$ cat src/rtl/alu_addsub_pipe.sv
// alu_addsub_pipe: segmented-carry pipelined add/subtract unit.
// One SEG-bit carry segment per stage, global stall flow control.
module alu_addsub_pipe #(
  parameter int WIDTH = 32,
  parameter int SEG   = 8
) (
  input  logic             clk,
  input  logic             rst_n,
  input  logic             in_valid,
  output logic             in_ready,
  input  logic [WIDTH-1:0] a,
  input  logic [WIDTH-1:0] b,
  input  logic             sub,
  input  logic             sat,
  output logic             out_valid,
  input  logic             out_ready,
  output logic [WIDTH-1:0] s,
  output logic             z,
  output logic             v,
  output logic             n,
  output logic             c
);

  localparam int NSTG = WIDTH / SEG;
  localparam int L    = NSTG - 1;

  logic             w_adv;
  logic [WIDTH-1:0] w_bx;

  assign w_adv    = !out_valid || out_ready;
  assign in_ready = w_adv;
  assign w_bx     = sub ? ~b : b;

  for (genvar k = 0; k < NSTG; k++) begin : g_stg
    logic [SEG-1:0]   w_ai;
    logic [SEG-1:0]   w_bi;
    logic [WIDTH-1:0] w_si;
    logic [WIDTH-1:0] w_so;
    logic             w_ci;
    logic             w_ami;
    logic             w_bmi;
    logic             w_sti;
    logic             w_vi;
    logic [SEG:0]     w_seg;

    logic [WIDTH-1:0] r_sum;
    logic             r_cy;
    logic             r_am;
    logic             r_bm;
    logic             r_sat;
    logic             r_vld;

    if (k == 0) begin : g_in
      assign w_ai  = a[SEG-1:0];
      assign w_bi  = w_bx[SEG-1:0];
      assign w_si  = '0;
      assign w_ci  = sub;
      assign w_ami = a[WIDTH-1];
      assign w_bmi = w_bx[WIDTH-1];
      assign w_sti = sat;
      assign w_vi  = in_valid;
    end else begin : g_link
      assign w_ai  = g_stg[k-1].g_fwd.r_a[SEG-1:0];
      assign w_bi  = g_stg[k-1].g_fwd.r_b[SEG-1:0];
      assign w_si  = g_stg[k-1].r_sum;
      assign w_ci  = g_stg[k-1].r_cy;
      assign w_ami = g_stg[k-1].r_am;
      assign w_bmi = g_stg[k-1].r_bm;
      assign w_sti = g_stg[k-1].r_sat;
      assign w_vi  = g_stg[k-1].r_vld;
    end

    assign w_seg = {1'b0, w_ai}
                 + {1'b0, w_bi}
                 + {{SEG{1'b0}}, w_ci};

    // Merge this stage's segment into the partial sum.
    always_comb begin
      w_so = w_si;
      w_so[k*SEG +: SEG] = w_seg[SEG-1:0];
    end

    // Stage register: shifts on advance, holds on stall.
    always_ff @(posedge clk or negedge rst_n) begin
      if (!rst_n) begin
        r_sum <= '0;
        r_cy  <= 1'b0;
        r_am  <= 1'b0;
        r_bm  <= 1'b0;
        r_sat <= 1'b0;
        r_vld <= 1'b0;
      end else if (w_adv) begin
        r_sum <= w_so;
        r_cy  <= w_seg[SEG];
        r_am  <= w_ami;
        r_bm  <= w_bmi;
        r_sat <= w_sti;
        r_vld <= w_vi;
      end
    end

    if (k < L) begin : g_fwd
      logic [WIDTH-1:0] r_a;
      logic [WIDTH-1:0] r_b;
      logic [WIDTH-1:0] w_ar;
      logic [WIDTH-1:0] w_br;

      if (k == 0) begin : g_src0
        assign w_ar = a;
        assign w_br = w_bx;
      end else begin : g_srcn
        assign w_ar = g_stg[k-1].g_fwd.r_a;
        assign w_br = g_stg[k-1].g_fwd.r_b;
      end

      // Unconsumed operand bits, next segment aligned to bit 0.
      always_ff @(posedge clk or negedge rst_n) begin
        if (!rst_n) begin
          r_a <= '0;
          r_b <= '0;
        end else if (w_adv) begin
          r_a <= w_ar >> SEG;
          r_b <= w_br >> SEG;
        end
      end
    end
  end

  logic [WIDTH-1:0] w_raw;
  logic [WIDTH-1:0] w_res;
  logic [WIDTH-1:0] w_max;
  logic [WIDTH-1:0] w_min;
  logic             w_am;
  logic             w_bm;
  logic             w_ovf;

  assign w_raw = g_stg[L].r_sum;
  assign w_am  = g_stg[L].r_am;
  assign w_bm  = g_stg[L].r_bm;
  assign w_max = {1'b0, {(WIDTH-1){1'b1}}};
  assign w_min = {1'b1, {(WIDTH-1){1'b0}}};
  assign w_ovf = (w_am == w_bm)
              && (w_raw[WIDTH-1] != w_am);

  // Clamp toward the sign of A on signed overflow.
  always_comb begin
    w_res = w_raw;
    if (g_stg[L].r_sat && w_ovf) begin
      w_res = w_am ? w_min : w_max;
    end
  end

  assign out_valid = g_stg[L].r_vld;
  assign s = out_valid ? w_res : '0;
  assign z = out_valid && (w_res == '0);
  assign v = out_valid && w_ovf;
  assign n = out_valid && w_res[WIDTH-1];
  assign c = out_valid && g_stg[L].r_cy;

endmodule

$ cat config.mk
export PLATFORM = sky130hd
export DESIGN_NAME = alu_addsub_pipe
export DESIGN_NICKNAME = d
export VERILOG_FILES = /design/src/rtl/alu_addsub_pipe.sv
export SDC_FILE = /design/constraint.sdc
export NUM_CORES = 1
export LEC_CHECK = 0
export BUFFER_PORTS_ARGS = -buffer_cell sky130_fd_sc_hd__buf_4
export CORE_MARGIN = 5
export CORE_UTILIZATION = 58
export DETAILED_ROUTE_END_ITERATION = 8
export PLACE_DENSITY = 0.79
export SETUP_SLACK_MARGIN = 0.2
export SKIP_CTS_REPAIR_TIMING = 1
export SYNTH_ARGS = -nofsm -noshare
export SYNTH_HDL_FRONTEND = slang
export SYNTH_SLANG_ARGS = --single-unit
$ cat constraint.sdc
create_clock -name clk -period 2.7 [get_ports clk]
set_input_delay 0.81 -clock clk [delete_from_list [all_inputs] [get_ports clk]]
set_output_delay 0.81 -clock clk [all_outputs]
set_load 0.02 [all_outputs]
==> metrics.md, run 1 <==
| Metric | Value |
|---|---|
| Run status | `finished, final reports clean` |
| Crit Path Max Fanout | `20` |
| Core Box Area | `15300 sq um` |
| Vias in the first global route | `6586` |
| Ys async rst share | `100%` |
| Worst min path class | `in2async` |
| Minimum clock period after layout | `2670 ps` |
| Cell variety after synth | `44` |
| First-pass GRT wire length | `31.0 mm` |
| Overall power | `13.1 mW` |
| Worst Max-Slew Pin Slew | `938 ps` |
| Antenna Diode Count | `0` |
| CP required | `1890 ps` |
| Clock transition at the registers of the reported paths | `70 ps` |
| Fin nets | `1218` |
| Final ANT Viol Nets | `0` |
| H-tree depth | `4` |
| Final HPWL DP | `12.1 mm` |
| Fillers | `1224` |
| Vias per cell | `5.20` |
| Total GRT Usage | `20.9%` |
| # DRC | `0` |
| Fin. Hold Viols | `0` |
| TritonRoute pass-1 iters | `6` |
| Clock Latency Late Sink | `420 ps` |
| EDFF count, synth | `0` |
| Starting DRT DRC Count | `442` |
| Final core utilization | `71.0%` |
| Wire per inst | `13.7 um` |
| Chip width | `135 um` |
| I/O pins | `108` |
| IR drop worst, VDD | `623 uV` |
| Rel. slew slack | `37.5%` |
| Commonest non-fill, non-tap cell in the layout | `nand2_1` |
| Total global routing overflow | `0` |
| CTS Root Buffer Type | `clkbuf_16` |
| Post-synthesis register bit count | `190` |
| Crit-path cells | `nand2b_4, or3_4, buf_12, a21boi_4, buf_6` |
| Synth warn | `0` |
| CTS tree | `built` |
| Initial Util | `59.2%` |
| Syn Nets | `1133` |
| Share of cells above drive strength 1 | `16.4%` |
| Rows | `45` |
| Initial antenna violation count | `0` |
| GP Congestion | `0.787` |
| Finished Layout Cells | `1337` |
| Unrepaired setup endpoints after global routing | `yes` |
| Sequential area share after synthesis | `52.6%` |
| Largest delay contributor family on the critical path | `simple AND/OR/NAND/NOR gates` |
| Die area | `18200 sq um` |
| CP Buf/Inv Count | `2` |
| Final setup violation count | `0` |
| Commonest non-fill, non-tap cells in the layout | `nand2_1, dfrtp_1, buf_4, o21ai_1, xnor2_1` |
| CTS Buffer Depth | `2` |
| Dpl cells | `1304` |
| Via count | `6952` |
| PortBufs | `107` |
| Slowest stage cell, crit path | `dfrtp_1` |
| Largest net degree at the start of global routing | `173` |
| Period Utilization, post-route | `98.9%` |
| MaxCap Viol Count | `0` |
| Die height | `135 um` |
| Number of clock buffers inserted by TritonCTS | `17` |
| Leak pwr | `5.44 nW` |
| Cell count after synthesis | `1028` |
| Crit start category | `flip-flop` |
| Max frequency | `374 MHz` |
| Slew Viols, Final | `0` |
| FF-to-FF Start | `g_stg[2].r_cy` |
| Area grow syn2layout | `19.9%` |
| Clk sinks | `190` |
| DRT Wirelength | `18.3 mm` |
| Data arrival, critical path | `1860 ps` |
| Dominant synthesized flop cell | `dfrtp_1` |
| CP peak stage delay | `420 ps` |
| Power per cell area | `1210 nW/um^2` |
| Worst setup path start | `g_stg[3].r_bm` |
| Worst setup EP type | `output port` |
| Post-synthesis cell area | `9030 sq um` |
| Crit Path Category | `reg2out` |
| Final Skew | `5.59 ps` |
| Syn avg cell area | `8.79 sq um` |
==> state kept, by name, indices dropped and copies added, names as in the netlist <==
signal	cells
g_stg.r_sum	80
out_valid	1
g_stg.r_am	4
g_stg.r_cy	4
g_stg.g_fwd.r_b	45
g_stg.r_sat	4
g_stg.r_vld	3
g_stg.r_bm	4
g_stg.g_fwd.r_a	45
==> per-stage QoR <==
stage | cell area (sq um) | TNS [ps] | worst slack [ps] | hold slack [ps]
floorplan | 9030 | 0 | 193 | 430
global placement | 10000 | 0 | 198 | 449
detailed placement | 10000 | 0 | 103 | 454
CTS | 10600 | -4140 | -161 | 373
global route | 10800 | -486 | -40.6 | 382
finish | 10800 | 0 | 29.3 | 362
==> synth_stat cells, types with 3 or more instances <==
cell      instances  share of area, %
nand2_1         477                20
dfrtp_1         190                53
o21ai_1          46               2.5
a21boi_1         34               2.8
xnor2_1          31               3.0
ha_1             28               3.9
buf_2            26               1.4
a21oi_1          24               1.3
clkbuf_1         21              0.87
xor2_1           19               1.8
nor2_1           18              0.75
inv_1            14              0.58
o21ai_0          10              0.55
o21a_1            9              0.75
a211oi_1          8              0.66
buf_1             7              0.29
fa_1              7               1.6
and2_1            6              0.42
nor4_1            6              0.42
a21o_1            5              0.42
o22ai_1           4              0.28
a211o_1           3              0.29
a31oi_1           3              0.21
nand3_1           3              0.17
==> final timing paths <==
kind,endpoint,slack (ps),depth (start not counted)
min,g_stg[1].r_sum[7],360,1
min reg2reg,g_stg[0].g_fwd.r_a[17],470,2
max reg2reg,g_stg[3].r_cy,400,7
min in group clk,g_stg[0].g_fwd.r_a[17],470,2
max in group asynchronous,g_stg[0].g_fwd.r_b[15],1680,2
max,s[19],30,5
==> final cells by class <==
type,count,area (sq um),share of cell area (%)
Clock buffer,20,467,4.31
Sequential cell,190,4760,43.9
Timing Repair Buffer,122,1040,9.59
Tap cell,211,264,2.44
Clock inverter,12,134,1.24
Inverter,15,58.8,0.543
Multi-Input combinational cell,767,4110,38.0
==> where the power goes <==
| part | internal (mW) | switching, mW |
|---|---|---|
| clock | 1.44 | 1.07 |
| sequential | 4.12 | 0.850 |
| combinational | 2.45 | 3.19 |
| total | 8.02 | 5.11 |
==> per-layer routing <==
layer	vias to the layer above	global-route usage, %	routed length [um]
met5	-	0	0
met4	0	5.66	223
met3	16	4.55	765
met2	133	34.0	9060
met1	3325	28.8	8250
li1	3478	-	-
==> kinds of logic after synthesis <==
group                    count (synthesis)  share of synthesized area (%)
adder cells (fa/ha/maj)                 35                           5.43
multiplexers                             1                          0.111
AND/OR/NAND/NOR                        525                           22.7
XOR/XNOR                                50                           4.85
AO/OA/AOI/OAI                          156                           10.9
buffers and inverters                   71                           3.44
flip-flops                             190                           52.6
Power figures use the tool's default switching activity.
==> inputs of run 2 (changes only) <==
- BUFFER_PORTS_ARGS: -buffer_cell sky130_fd_sc_hd__buf_4 -> not set
- CORE_UTILIZATION: 58 -> 37
- DONT_BUFFER_PORTS: not set -> 1
- PLACE_DENSITY: 0.79 -> not set
- clock period: 2.7 -> 3.01 ns (I/O delays scaled with it)
==> run 2 against run 1 <==
  * Critical path depth unchanged
  * Non-clock buffer count down 79
  * Sequential share of layout area up 2.7 points
  * Largest cell class unchanged
  * First-iteration DRC count down 12%
  * Combinational power down 16%
  * Worst hold slack worse by 180 ps
  * Highest routed layer unchanged
  * Register-to-register slack better by 280 ps
  * Critical endpoint is now s[24]
  * Count of clock-buffer cells in the layout unchanged
  * Die area up 52%
  * Power down 13%
  * Sequential cell count unchanged
==> metrics.md, run 2 (synthesis gave the netlist of run 1 again) <==
| Metric | Value |
|---|---|
| Run status | `finished, final reports clean` |
| DRT Wirelength | `19.3 mm` |
| First-pass GRT wire length | `32.6 mm` |
| Largest regs | `g_stg.r_sum x80, g_stg.g_fwd.r_a x45, g_stg.g_fwd.r_b x45` |
| Minimum clock period after layout | `2780 ps` |
| Antenna Diode Count | `0` |
| Vias in the first global route | `6398` |
| Clk sinks | `190` |
| GP Congestion | `0.769` |
| Rows | `57` |
| Clock Latency Late Sink | `430 ps` |
| CTS tree | `built` |
| Starting DRT DRC Count | `391` |
| Crit-path cells | `nand2b_1, or3_4, buf_6, a21boi_1, buf_4` |
| Power per cell area | `1120 nW/um^2` |
| Die height | `166 um` |
| Number of clock buffers inserted by TritonCTS | `17` |
| Final setup violation count | `0` |
| CP required | `2110 ps` |
| Initial antenna violation count | `0` |
| Register-to-Register Path Depth | `7` |
| Chip width | `166 um` |
| CTS Buffer Depth | `2` |
| PortBufs | `0` |
| Die area | `27600 sq um` |
| Largest register FFs | `80` |
| Via count | `6471` |
| I/O pins | `108` |
| Initial Util | `37.4%` |
| Fin. Hold Viols | `0` |
| Period Utilization, post-route | `92.4%` |
| Max frequency | `359 MHz` |
| Data arrival, critical path | `1880 ps` |
| IR drop worst, VDD | `987 uV` |
| Crit Path Category | `reg2out` |
| Final ANT Viol Nets | `0` |
| # DRC | `0` |
| Post-DP Area | `9530 sq um` |
| Vias per cell | `4.72` |
| Clock transition at the registers of the reported paths | `70 ps` |
| Overall power | `11.4 mW` |
| Worst Max-Slew Pin Slew | `882 ps` |
| Slowest stage cell, crit path | `dfrtp_1` |
| Largest net degree at the start of global routing | `211` |
| H-tree depth | `4` |
| Rel. slew slack | `41.2%` |
| Unrepaired setup endpoints after global routing | `yes` |
| Final HPWL DP | `12.6 mm` |
| TritonRoute pass-1 iters | `4` |
| Final Skew | `8.91 ps` |
| Worst setup EP type | `output port` |
| Total global routing overflow | `0` |
| MaxCap Viol Count | `0` |
| Crit Path Max Fanout | `11` |
| Slew Viols, Final | `0` |
| CTS Root Buffer Type | `clkbuf_16` |
| CP Depth | `5` |
| Worst min path class | `in2async` |
| Leak pwr | `5.00 nW` |
| Commonest non-fill, non-tap cell in the layout | `nand2_1` |
| Setup TNS | `0 ps` |
| Crit start category | `flip-flop` |
| Post-route cell area | `10200 sq um` |
| Total GRT Usage | `14.2%` |
| Core Box Area | `24200 sq um` |
| Top reg by flops | `g_stg.r_sum` |
| Fin nets | `1139` |
| Share of cells above drive strength 1 | `8.88%` |
| CP Buf/Inv Count | `2` |
| Largest delay contributor family on the critical path | `simple AND/OR/NAND/NOR gates` |
| Area grow syn2layout | `13.0%` |
| Commonest non-fill, non-tap cells in the layout | `nand2_1, dfrtp_1, o21ai_1, buf_4, xnor2_1` |
| CP peak stage delay | `400 ps` |
| Wire per inst | `14.1 um` |
-- run 2: cell count changes in the layout (fill, tap and decap cells not counted), sizes merged --
cell and delta:
clkbuf -1, buf -78, bufinv -1, inv +5, clkinvlp -4
-- run 2: where the power goes --
part | switching [mW] | internal [mW]
Sequential | 0.746 | 3.70
Combinational | 2.76 | 2.00
Clock | 1.01 | 1.17
-- run 2: worst register-to-register path: cells and delay by family, from the launching register on --
family | cells | cell delay [ps]
compound gates | 4 | 660
fa+ha+maj | 2 | 910
xor+xnor | 1 | 200
flops | 1 | 400
-- run 2: final cells by class --
class	instances	area, sq um
fill	2470	14000
clock inverter	12	126
multi-input combinational	767	4040
clock buffer	20	437
inverter	15	61.3
sequential	190	4760
timing repair buffer	43	375
tap	324	405
-- run 2: through the flow --
stage | instances | utilization, % | setup WS, ps | hold WS (ps)
final | 1371 | 42.2 | 228 | 185
after global routing | 1371 | 42.2 | 141 | 162
after CTS | 1370 | 41.8 | 168 | 149
after detailed placement | 1338 | 39.4 | 551 | 455
after global placement | 1338 | 39.4 | 608 | 450
after floorplan | 1028 | - | 353 | 430
-- run 2: layer usage --
layer	GRT usage, %	wire length, um	part of all wire (%)
met2	22.5	9000	47
met1	19.8	9330	48
met3	2.81	641	3.3
met5	0	0	0
met4	4.41	307	1.6
-- run 2: worst paths after layout --
kind	startpoint	end	slack (ps)
worst min register to register	g_stg[1].r_bm	g_stg[1].r_bm	470
min in group clk	g_stg[1].r_bm	g_stg[1].r_bm	470
max in group asynchronous	rst_n	g_stg[1].g_fwd.r_b[14]	2280
worst max register to register	g_stg[1].r_cy	g_stg[2].r_sum[22]	680
worst min-delay path	rst_n	g_stg[1].r_vld	190
worst max-delay path	g_stg[3].r_bm	s[24]	230
==> inputs of run 3 (changes only) <==
- SETUP_SLACK_MARGIN: 0.2 -> 0.4
==> run 3 against run 2 <==
  * Die area is the same
  * Power grew 3.1%
  * Sequential power grew 1%
  * Via count is essentially flat
  * Wire length grew 0.33%
  * Fmax grew 0.24%
  * Global-route usage shrank 0.21 points
  * Critical path type unchanged
  * Largest power group unchanged
==> metrics.md, run 3 (synthesis gave the netlist of run 1 again) <==
| Metric | Value |
|---|---|
| Commonest non-fill, non-tap cell in the layout | `nand2_1` |
| CTS tree | `built` |
| Clk sinks | `190` |
| CTS Buffer Depth | `2` |
| Vias in the first global route | `6453` |
| Slew Viols, Final | `0` |
| Antenna Diode Count | `0` |
| Finished Layout Cells | `1377` |
| Final setup violation count | `0` |
| Dpl cells | `1340` |
| MaxCap Viol Count | `0` |
| Final core utilization | `43.2%` |
| Worst min path class | `in2async` |
| Crit Path Max Fanout | `15` |
| Largest net degree at the start of global routing | `191` |
| Data arrival, critical path | `1870 ps` |
| Initial antenna violation count | `0` |
| Period Utilization, post-route | `92.2%` |
| Number of clock buffers inserted by TritonCTS | `17` |
| Core Box Area | `24200 sq um` |
| Worst setup EP type | `output port` |
| Crit Path Category | `reg2out` |
| Fin nets | `1145` |
| Fin. Hold Viols | `0` |
| Commonest non-fill, non-tap cells in the layout | `nand2_1, dfrtp_1, o21ai_1, buf_4, xnor2_1` |
| Sequential share of power | `38.3%` |
| Clock transition at the registers of the reported paths | `70 ps` |
| Power per cell area | `1120 nW/um^2` |
| Initial Util | `37.4%` |
| Total global routing overflow | `0` |
| Area grow syn2layout | `15.6%` |
| Internal | `7.13 mW` |
| First-pass GRT wire length | `32.2 mm` |
| CP peak stage delay | `420 ps` |
| Sw Ratio | `39.2%` |
| Wire per inst | `14.0 um` |
| Die area | `27600 sq um` |
| PortBufs | `0` |
| Final HPWL DP | `12.6 mm` |
| Crit-path cells | `nand2b_4, or3_4, buf_8, a21boi_4, buf_4` |
| Largest regs | `g_stg.r_sum x80, g_stg.g_fwd.r_a x45, g_stg.g_fwd.r_b x45` |
| Register-to-Register Path Depth | `7` |
| # DRC | `0` |
| Chip width | `166 um` |
| Die height | `166 um` |
| IR drop worst, VDD | `455 uV` |
| Starting DRT DRC Count | `373` |
| GP Congestion | `0.766` |
| Run status | `finished, final reports clean` |
| Via count | `6472` |
| Minimum clock period after layout | `2780 ps` |
| Clock power frac | `19.7%` |
| Final Skew | `13.4 ps` |
| CP required | `2110 ps` |
| Leak pwr | `5.10 nW` |
| Unrepaired setup endpoints after global routing | `yes` |
| Largest register FFs | `80` |
| Comb power frac | `42.0%` |
| Max frequency | `360 MHz` |
| Top reg by flops | `g_stg.r_sum` |
| Total GRT Usage | `14.0%` |
| Setup TNS | `0 ps` |
| Rel. slew slack | `39.7%` |
| Rows | `57` |
| Crit start category | `flip-flop` |
| TritonRoute pass-1 iters | `6` |
| Share of cells above drive strength 1 | `11.7%` |
| Clock Latency Late Sink | `430 ps` |
| CTS Root Buffer Type | `clkbuf_16` |
| Final ANT Viol Nets | `0` |
| Worst Max-Slew Pin Slew | `905 ps` |
| P_sw | `4.60 mW` |
| H-tree depth | `4` |
| Post-route cell area | `10400 sq um` |
| DRT Wirelength | `19.3 mm` |
| Post-DP Area | `9550 sq um` |
| Slowest stage cell, crit path | `dfrtp_1` |
| Vias per cell | `4.70` |
| I/O pins | `108` |
-- run 3: path summary, 6_finish.rpt --
| check | start | endpoint | slack [ps] |
|---|---|---|---|
| max | g_stg[3].r_bm | s[17] | 230 |
| min | rst_n | g_stg[1].r_vld | 180 |
| max reg2reg | g_stg[2].r_cy | g_stg[3].r_sum[30] | 650 |
| min reg2reg | g_stg[1].r_sum[5] | g_stg[1].r_sum[5] | 470 |
| max in group asynchronous | rst_n | g_stg[0].g_fwd.r_a[2] | 2550 |
| min in group clk | g_stg[1].r_sum[5] | g_stg[1].r_sum[5] | 470 |
-- run 3: final cells by class --
type | count | area [sq um]
fill | 2434 | 13700
sequential | 190 | 4760
multi-input combinational | 768 | 4160
clock buffer | 20 | 457
timing repair buffer | 48 | 452
tap | 324 | 405
clock inverter | 12 | 148
inverter | 15 | 61.3
-- run 3: worst max-delay path, delay by kind of cell, from the launching register on --
kind	cells	cell delay, ps
buf+inv	2	350
compound gates	1	170
flops	1	420
simple gates	2	520
-- run 3: power by group through the flow --
stage                     logic (mW)  registers (mW)  clock network [mW]
after floorplan                 3.56            4.26                   0
after global placement          4.58            4.49                   0
after detailed placement        4.66            4.51                   0
after CTS                       4.68            4.46                2.36
after global routing            5.59            4.65                2.47
final                           4.93            4.50                2.31
-- run 3: stage by stage --
step / hold slack [ps] / power (mW) / worst slack, ps
after floorplan: 430 / 7.82 / 402
final: 178 / 11.7 / 235
after global routing: 144 / 12.7 / 143
after CTS: 152 / 11.5 / -135
after global placement: 447 / 9.07 / 405
after detailed placement: 455 / 9.17 / 333
-- run 3: routing by layer --
metal / routed length, um / part of all wire [%] / track usage [%]
met5: 0 / 0 / 0
met4: 152 / 0.79 / 3.88
met3: 588 / 3.0 / 3.43
met2: 8980 / 46 / 21.9
met1: 9620 / 50 / 19.5
